--- src/rtl/uart_tx_ext.sv ---
// UART transmitter: one valid/ready word per frame, sent LSB first with optional parity, paced by s_tick.
// Latency: tx drops to the start level on the accept edge; the frame lasts (1+DBIT+P+STOP_BITS)*OS_TICK ticks.
// Backpressure: tx_ready is high only while idle, including the tx_done_tick cycle, so back-to-back words leave no gap.
//
// Ports: clk, reset (synchronous, active-high), s_tick (oversampling tick enable),
//        tx_din/tx_valid/tx_ready (word handshake), parity_mode (00 none, 01 even, 10 odd, 11 none),
//        tx_busy, tx_done_tick (one cycle after the last stop tick), tx (registered serial line, idle high).
// Build option: define UART_TX_PARITY_EN to compile in the parity bit. Without it, parity_mode is ignored.
module uart_tx_ext #(
    parameter int DBIT      = 8,   // data bits per frame, 5..9
    parameter int OS_TICK   = 16,  // s_tick pulses per bit, 8..32
    parameter int STOP_BITS = 1    // 1 or 2
) (
    input  logic            clk,
    input  logic            reset,
    input  logic            s_tick,
    input  logic [DBIT-1:0] tx_din,
    input  logic            tx_valid,
    output logic            tx_ready,
    input  logic [1:0]      parity_mode,
    output logic            tx_busy,
    output logic            tx_done_tick,
    output logic            tx
);

    localparam int TW = $clog2(OS_TICK * 2);
    localparam int BW = $clog2(DBIT + 1);

    // Terminal tick counts: a bit ends on the tick where the counter equals these.
    localparam logic [TW-1:0] BIT_LAST_TICK  = TW'(OS_TICK - 1);
    localparam logic [TW-1:0] STOP_LAST_TICK = TW'(STOP_BITS * OS_TICK - 1);
    localparam logic [BW-1:0] LAST_BIT       = BW'(DBIT - 1);

    typedef enum logic [2:0] {
        IDLE   = 3'd0,
        START  = 3'd1,
        DATA   = 3'd2,
`ifdef UART_TX_PARITY_EN
        PARITY = 3'd3,
`endif
        STOP   = 3'd4
    } state_t;

    state_t          state_q, state_d;
    logic [TW-1:0]   tick_q, tick_d;
    logic [BW-1:0]   bit_q, bit_d;
    logic [DBIT-1:0] shift_q, shift_d;
    logic            tx_q, tx_d;
    logic            ready_q, ready_d;
    logic            busy_q, busy_d;
    logic            done_q, done_d;

`ifdef UART_TX_PARITY_EN
    // Parity is computed at accept time because the shift register is consumed as the frame goes out.
    logic par_en_q, par_en_d;
    logic par_bit_q, par_bit_d;
`else
    logic unused_parity_mode;
    assign unused_parity_mode = ^parity_mode;
`endif

    always_comb begin
        state_d = state_q;
        tick_d  = tick_q;
        bit_d   = bit_q;
        shift_d = shift_q;
        done_d  = 1'b0;
`ifdef UART_TX_PARITY_EN
        par_en_d  = par_en_q;
        par_bit_d = par_bit_q;
`endif

        case (state_q)
            IDLE: begin
                // An s_tick coinciding with accept is deliberately not counted.
                if (tx_valid) begin
                    shift_d = tx_din;
                    tick_d  = '0;
                    state_d = START;
`ifdef UART_TX_PARITY_EN
                    par_en_d  = (parity_mode == 2'b01) || (parity_mode == 2'b10);
                    par_bit_d = (parity_mode == 2'b10) ? ~(^tx_din) : (^tx_din);
`endif
                end
            end
            START: begin
                if (s_tick) begin
                    if (tick_q == BIT_LAST_TICK) begin
                        tick_d  = '0;
                        bit_d   = '0;
                        state_d = DATA;
                    end else begin
                        tick_d = tick_q + TW'(1);
                    end
                end
            end
            DATA: begin
                if (s_tick) begin
                    if (tick_q == BIT_LAST_TICK) begin
                        tick_d  = '0;
                        shift_d = shift_q >> 1;
                        if (bit_q == LAST_BIT) begin
`ifdef UART_TX_PARITY_EN
                            state_d = par_en_q ? PARITY : STOP;
`else
                            state_d = STOP;
`endif
                        end else begin
                            bit_d = bit_q + BW'(1);
                        end
                    end else begin
                        tick_d = tick_q + TW'(1);
                    end
                end
            end
`ifdef UART_TX_PARITY_EN
            PARITY: begin
                if (s_tick) begin
                    if (tick_q == BIT_LAST_TICK) begin
                        tick_d  = '0;
                        state_d = STOP;
                    end else begin
                        tick_d = tick_q + TW'(1);
                    end
                end
            end
`endif
            STOP: begin
                if (s_tick) begin
                    if (tick_q == STOP_LAST_TICK) begin
                        tick_d  = '0;
                        state_d = IDLE;
                        done_d  = 1'b1;
                    end else begin
                        tick_d = tick_q + TW'(1);
                    end
                end
            end
            default: begin
                state_d = IDLE;
                tick_d  = '0;
            end
        endcase

        // Outputs are decoded from the next state so they are registered yet change on the same edge as the state.
        case (state_d)
            START:   tx_d = 1'b0;
            DATA:    tx_d = shift_d[0];
`ifdef UART_TX_PARITY_EN
            PARITY:  tx_d = par_bit_d;
`endif
            default: tx_d = 1'b1;
        endcase
        ready_d = (state_d == IDLE);
        busy_d  = (state_d != IDLE);
    end

    always_ff @(posedge clk) begin
        if (reset) begin
            state_q   <= IDLE;
            tick_q    <= '0;
            bit_q     <= '0;
            shift_q   <= '0;
            tx_q      <= 1'b1;
            ready_q   <= 1'b1;
            busy_q    <= 1'b0;
            done_q    <= 1'b0;
`ifdef UART_TX_PARITY_EN
            par_en_q  <= 1'b0;
            par_bit_q <= 1'b0;
`endif
        end else begin
            state_q   <= state_d;
            tick_q    <= tick_d;
            bit_q     <= bit_d;
            shift_q   <= shift_d;
            tx_q      <= tx_d;
            ready_q   <= ready_d;
            busy_q    <= busy_d;
            done_q    <= done_d;
`ifdef UART_TX_PARITY_EN
            par_en_q  <= par_en_d;
            par_bit_q <= par_bit_d;
`endif
        end
    end

    assign tx           = tx_q;
    assign tx_ready     = ready_q;
    assign tx_busy      = busy_q;
    assign tx_done_tick = done_q;

endmodule
--- config.mk ---
export PLATFORM = sky130hd
export DESIGN_NAME = uart_tx_ext
export DESIGN_NICKNAME = d
export VERILOG_FILES = /design/src/rtl/uart_tx_ext.sv
export SDC_FILE = /design/constraint.sdc
export NUM_CORES = 1
export LEC_CHECK = 0
export CORE_MARGIN = 3
export CORE_UTILIZATION = 40
export DETAILED_ROUTE_END_ITERATION = 8
export PLACE_DENSITY_LB_ADDON = 0.25
export SETUP_SLACK_MARGIN = 0.5
export SLEW_MARGIN = 10
export SYNTH_ARGS = -nofsm -noshare
export SYNTH_HDL_FRONTEND = slang
export SYNTH_SLANG_ARGS = --single-unit
--- constraint.sdc ---
create_clock -name clk -period 3.7 [get_ports clk]
set_clock_uncertainty 0.2 [all_clocks]
set_input_delay 0.74 -clock clk [delete_from_list [all_inputs] [get_ports clk]]
set_output_delay 0.74 -clock clk [all_outputs]
set_load 0.03 [all_outputs]
Yosys cells after proc, flatten, opt, wreduce, memory -nomap -nowiden
Cells that the tools add are included.
{"block": "totals", "regBits": 24, "latch_bits": 0, "mem_bits_rw": 0, "mem_bits_ro": 0, "in_bits": 14, "output_inout_bits": 4, "elab_cells": 62, "memories": 0}
{"block": "classes", "n_addsub": 2, "mul": 0, "div_mod_pow": 0, "order_cmp": 0, "n_eq_ne": 14, "shift": 0, "muxes": 25, "n_bitwise": 2, "reduce_logical": 10}
{"cell": "3-bit two-way mux", "n": 8}
{"cell": "8-bit two-way mux", "n": 3}
{"cell": "4-bit two-way mux", "n": 5}
{"cell": "8-bit case mux with 2 select lines", "n": 1}
{"cell": "5-bit two-way mux", "n": 3}
{"cell": "2-bit inequality test (second input constant)", "n": 6}
{"cell": "3-bit case mux with 4 select lines", "n": 1}
{"cell": "5-bit case mux with 2 select lines", "n": 1}
{"cell": "4-bit case mux with 2 select lines", "n": 1}
{"cell": "3-bit by 1-bit == test with 1-bit output (second input constant)", "n": 2}
{"cell": "3-bit by 2-bit == test with 1-bit output (second input constant)", "n": 2}
{"cell": "3-bit zero test", "n": 2}
{"cell": "6-bit AND reduction", "n": 1}
{"cell": "3-bit OR reduction", "n": 2}
{"cell": "5-bit by 1-bit adder with 5-bit output (second input constant)", "n": 1}
{"cell": "5-bit by 4-bit == test with 1-bit output (second input constant)", "n": 1}
{"cell": "4-bit by 1-bit adder with 4-bit output (second input constant)", "n": 1}
{"cell": "4-bit by 3-bit == test with 1-bit output (second input constant)", "n": 1}
{"cell": "4-bit AND reduction", "n": 1}
{"cell": "2-bit nonzero test", "n": 2}
{"cell": "3-bit == test (second input constant)", "n": 1}
{"cell": "3-bit nonzero test", "n": 1}
{"cell": "2-bit by 1-bit inequality test with 1-bit output (second input constant)", "n": 1}
{"cell": "1-bit NOT", "n": 2}
{"cell": "3 further kinds", "n": 3}

Logic depth before layout (Yosys ltp)
{"block": "logic_depth", "ltp_word": 7, "ltp_mapped": 7, "mapped_depth_nobuf": 6}

Least setup slack after synthesis
OpenSTA, ideal clock, no wires.
{"block": "synth_timing", "path_kind": "input to register", "from": "in s_tick", "to": "reg ready_q (netlist: tx_ready)", "setup_time_ps": 116, "t_arrival_ps": 1654, "required_ps": 3384, "setup_slack_ps": 1730, "cell_stages": 6, "cell_sequence": "nand2b_1 -> or2_2 -> clkbuf_1 -> nor2_1 -> a21oi_1 -> a31o_2"}
{"block": "synth_between", "elab_chain_cells": 3, "elab_cells_between_ends": 5}
{"element": "start, declared", "line": "16", "source": "input logic s_tick,"}
{"element": "3-bit two-way mux, on equally long branches", "line": "129, 87, 98"}
{"element": "3-bit case mux with 4 select lines (*)", "line": "73", "source": "case (state_q)"}
{"element": "3-bit zero test (*)", "line": "154", "source": "ready_d = (state_d == IDLE);"}
{"element": "end signal, assigned", "line": "178", "source": "ready_q <= ready_d;"}
{"element": "end, declared", "line": "49", "source": "logic ready_q, ready_d;"}
Every way passes the cells marked *; elsewhere a longest branch is shown, timed or not.
A chain may end at the register's enable or synchronous reset.

Worst setup path after layout
{"block": "layout_timing", "from": "in s_tick", "to": "reg tx_q (netlist: tx)"}
{"block": "layout_between", "elab_chain_cells": 4, "elab_cells_between_ends": 9}
{"element": "3-bit two-way mux, on equally long branches", "line": "129, 87, 98"}
{"element": "3-bit case mux with 4 select lines", "line": "73"}
{"element": "3-bit by 2-bit == test with 1-bit output or 3-bit by 1-bit == test with 1-bit output (tied branches)", "line": "146", "source": "case (state_d)"}
{"element": "1-bit case mux with 2 select lines (*)", "line": "146"}
{"element": "end signal, assigned", "line": "177", "source": "tx_q <= tx_d;"}
{"element": "end, declared", "line": "48", "source": "logic tx_q, tx_d;"}
Every way passes the cells marked *; elsewhere a longest branch is shown, timed or not. The select of a mux whose other input is x is not followed.

==> flow_metrics.env <==
export IMPL_syn_instance_count=132
export IMPL_clock_sinks=24
export IMPL_routabilityCongestion=0.7931
export IMPL_wl_um=2229
export IMPL_max_vdd_ir_drop_v=0.0003338
export IMPL_cts_tree="done"
export IMPL_ys_ff_latch=24
export IMPL_post_cts_resized=0
export IMPL_gr_total_overflow=0
export IMPL_switchingPower_w=0.0001184
export IMPL_drc=0
export IMPL_io_buffers=15
export IMPL_fmax_mhz=416.2
export IMPL_p_leak_nw=0.4821
export IMPL_drive_above_1_share=0.05442
export IMPL_nets=164
export IMPL_synth_flop_cell="dfxtp_1"
export IMPL_synth_area_um2=1106
export IMPL_io_pins=18
export IMPL_antenna_found_initial=0
export IMPL_comb_power_share=0.129
export IMPL_synth_nets=148
export IMPL_die_x_um=58.59
export IMPL_final_max_slew_violation_count=0
export IMPL_grt_pass1_wl_um=3822
export IMPL_synth_warnings=0
export IMPL_p_seq_frac=0.519
export IMPL_final_cell_mix="24 x dfxtp_1, 16 x nor2_1, 16 x a21oi_1"
export IMPL_vias=977
export IMPL_fin_tns_setup_ns=0
export IMPL_worstPathRequired_ns=3.77
export IMPL_htreeDepth=1
export IMPL_fin_crit_ns=2.403
export IMPL_outcome="complete, no violations"
export IMPL_hold_violations=0
export IMPL_wl_per_cell_um=12.59
export IMPL_critical_path_class="in2reg"
export IMPL_hold_class="reg2reg"
export IMPL_drtIter0Drc=38
export IMPL_cts_setup_buffers=0
export IMPL_cts_buffers=3
export IMPL_synth_cell_types=32
export IMPL_final_common_cell="dfxtp_1"
export IMPL_synthToLayoutAreaGrowth_pct=20.36
export IMPL_ant_nets=0
export IMPL_synth_async_reset_ratio=0
export IMPL_die_h_um=58.59
export IMPL_layout_setup_ws_ns=1.297
export IMPL_syn_mean_instance_area_um2=8.379
export IMPL_preCtsSetupSlack_ns=0.9654
export IMPL_clock_path_buffers=2
export IMPL_utilization=0.5231
export IMPL_r2r_slack_ns=1.57
export IMPL_setup_viol=0
export IMPL_tightest_slew_ns=0.7340
export IMPL_cts_root_buffer="clkbuf_4"
export IMPL_switching_share=0.2237
export IMPL_placed_area_um2=1279
export IMPL_crit_arrival_ns=2.47
export IMPL_synth_enable_flop_cells=0
export IMPL_grt_busiest_layer="met2"
export IMPL_die_area_um2=3432
export IMPL_met1_usage=0.1685
export IMPL_track_usage=0.1420
export IMPL_fin_hold_ws_ns=0.2662
export IMPL_path_clk_slew_ns=0.12
export IMPL_grt_pass1_vias=927
export IMPL_grt_use_met3=0.02412
export IMPL_cts_hold_buf=0
export IMPL_rows=18
export IMPL_critPathMaxFanout=9
export IMPL_crit_path_start_kind="input port"
export IMPL_initial_utilization=0.4346
export IMPL_antenna_cells=0
export IMPL_internal_power_w=0.0004110
export IMPL_post_route_period_util=0.6493
export IMPL_p_clk_frac=0.352
export IMPL_cp_end_kind="flop"
export IMPL_yosysSeqAreaShare=0.4344
export IMPL_slew_headroom=0.5092
export IMPL_viasPerCell=5.520
export IMPL_grt_max_degree=22
export IMPL_design_area_um2=1331
export IMPL_firstDrtPassIters=6
export IMPL_cap_viol_max_count=0
export IMPL_clock_latency_ns=0.31
export IMPL_use_met2=0.2424
export IMPL_dpl_hpwl_um=1620
export IMPL_rsz0062_at_grt="false"
export IMPL_power_density_nw_per_um2=397.7
export IMPL_coreArea_um2=2545
[state kept, by name (all words and copies together) (netlist names)]
signal,cells
tx_done_tick,1
bit_q,4
tx_busy,1
tick_q,5
tx,1
tx_ready,1
shift_q,8
state_q,3
[worst max-delay path, stage by stage]
cell and delay (ns):
clkdlybuf4s50_1 0.54, nand2b_1 0.16, nor3_2 0.54, a22oi_1 0.18, o211ai_1 0.15, o22a_1 0.16
[power by group through the flow]
stage	combinational, W	sequential [W]	clock (W)
floorplan	0.0000370	0.000285	0
global placement	0.0000673	0.000280	0
detailed placement	0.0000685	0.000281	0
CTS	0.0000689	0.000275	0.000194
global route	0.0000766	0.000277	0.000203
finish	0.0000683	0.000275	0.000186
[synth_stat cells, types with 2 or more instances]
| cell | n | area share |
|---|---|---|
| clkbuf_1 | 4 | 0.014 |
| inv_1 | 2 | 0.0068 |
| dfxtp_1 | 24 | 0.43 |
| o211ai_1 | 4 | 0.027 |
| and3_1 | 2 | 0.011 |
| nor2_1 | 16 | 0.054 |
| o21ai_0 | 4 | 0.018 |
| ha_1 | 2 | 0.023 |
| nand4_1 | 2 | 0.011 |
| a21oi_1 | 16 | 0.072 |
| nand2_1 | 13 | 0.044 |
| nand3_1 | 5 | 0.023 |
| a21o_1 | 2 | 0.014 |
| xor2_1 | 5 | 0.040 |
| nor4_1 | 2 | 0.011 |
| nand2b_1 | 5 | 0.028 |
| a22oi_1 | 7 | 0.048 |
| nor3b_1 | 2 | 0.014 |
| o22a_1 | 2 | 0.016 |
[final cells by class]
class / count / area [um2]
multi-input cells: 102 / 603.1
repair buffers: 15 / 150.1
inverters: 2 / 7.507
well taps: 30 / 37.54
clock inverters: 1 / 30.03
fillers: 253 / 1214
clock buffers: 3 / 22.52
flip-flops and latches: 24 / 480.5
[path summary, 6_finish.rpt]
| check | startpoint | end | depth (start not counted) |
|---|---|---|---|
| setup / recovery | s_tick | tx | 6 |
| hold reg to reg | shift_q[3] | shift_q[3] | 2 |
| hold / removal | shift_q[3] | shift_q[3] | 2 |
| setup reg to reg | state_q[1] | tick_q[2] | 5 |
[cells by family (layout without fill, tap and decap cells)]
family                   Yosys count  in the layout  synth area share
flip-flops                        24             24            0.4344
AND/OR/NAND/NOR                   54             54            0.2466
adder cells (fa/ha/maj)            2              2           0.02262
AO/OA/AOI/OAI                     40             40            0.2285
buffers and inverters              6             21           0.02036
XOR/XNOR                           6              6           0.04751
[per-layer routing]
metal	vias up	part of all wire
li1	505	-
met1	447	0.46
met2	21	0.49
met3	4	0.039
met4	0	0.010
met5	-	0
[stage by stage]
step / total power, W / std cells
after floorplan: 0.0003224 / 132
after global placement: 0.0003473 / 173
after detailed placement: 0.0003491 / 173
after CTS: 0.0005373 / 177
after global routing: 0.0005560 / 177
final: 0.0005294 / 177
(Power assumes the default switching activity.)
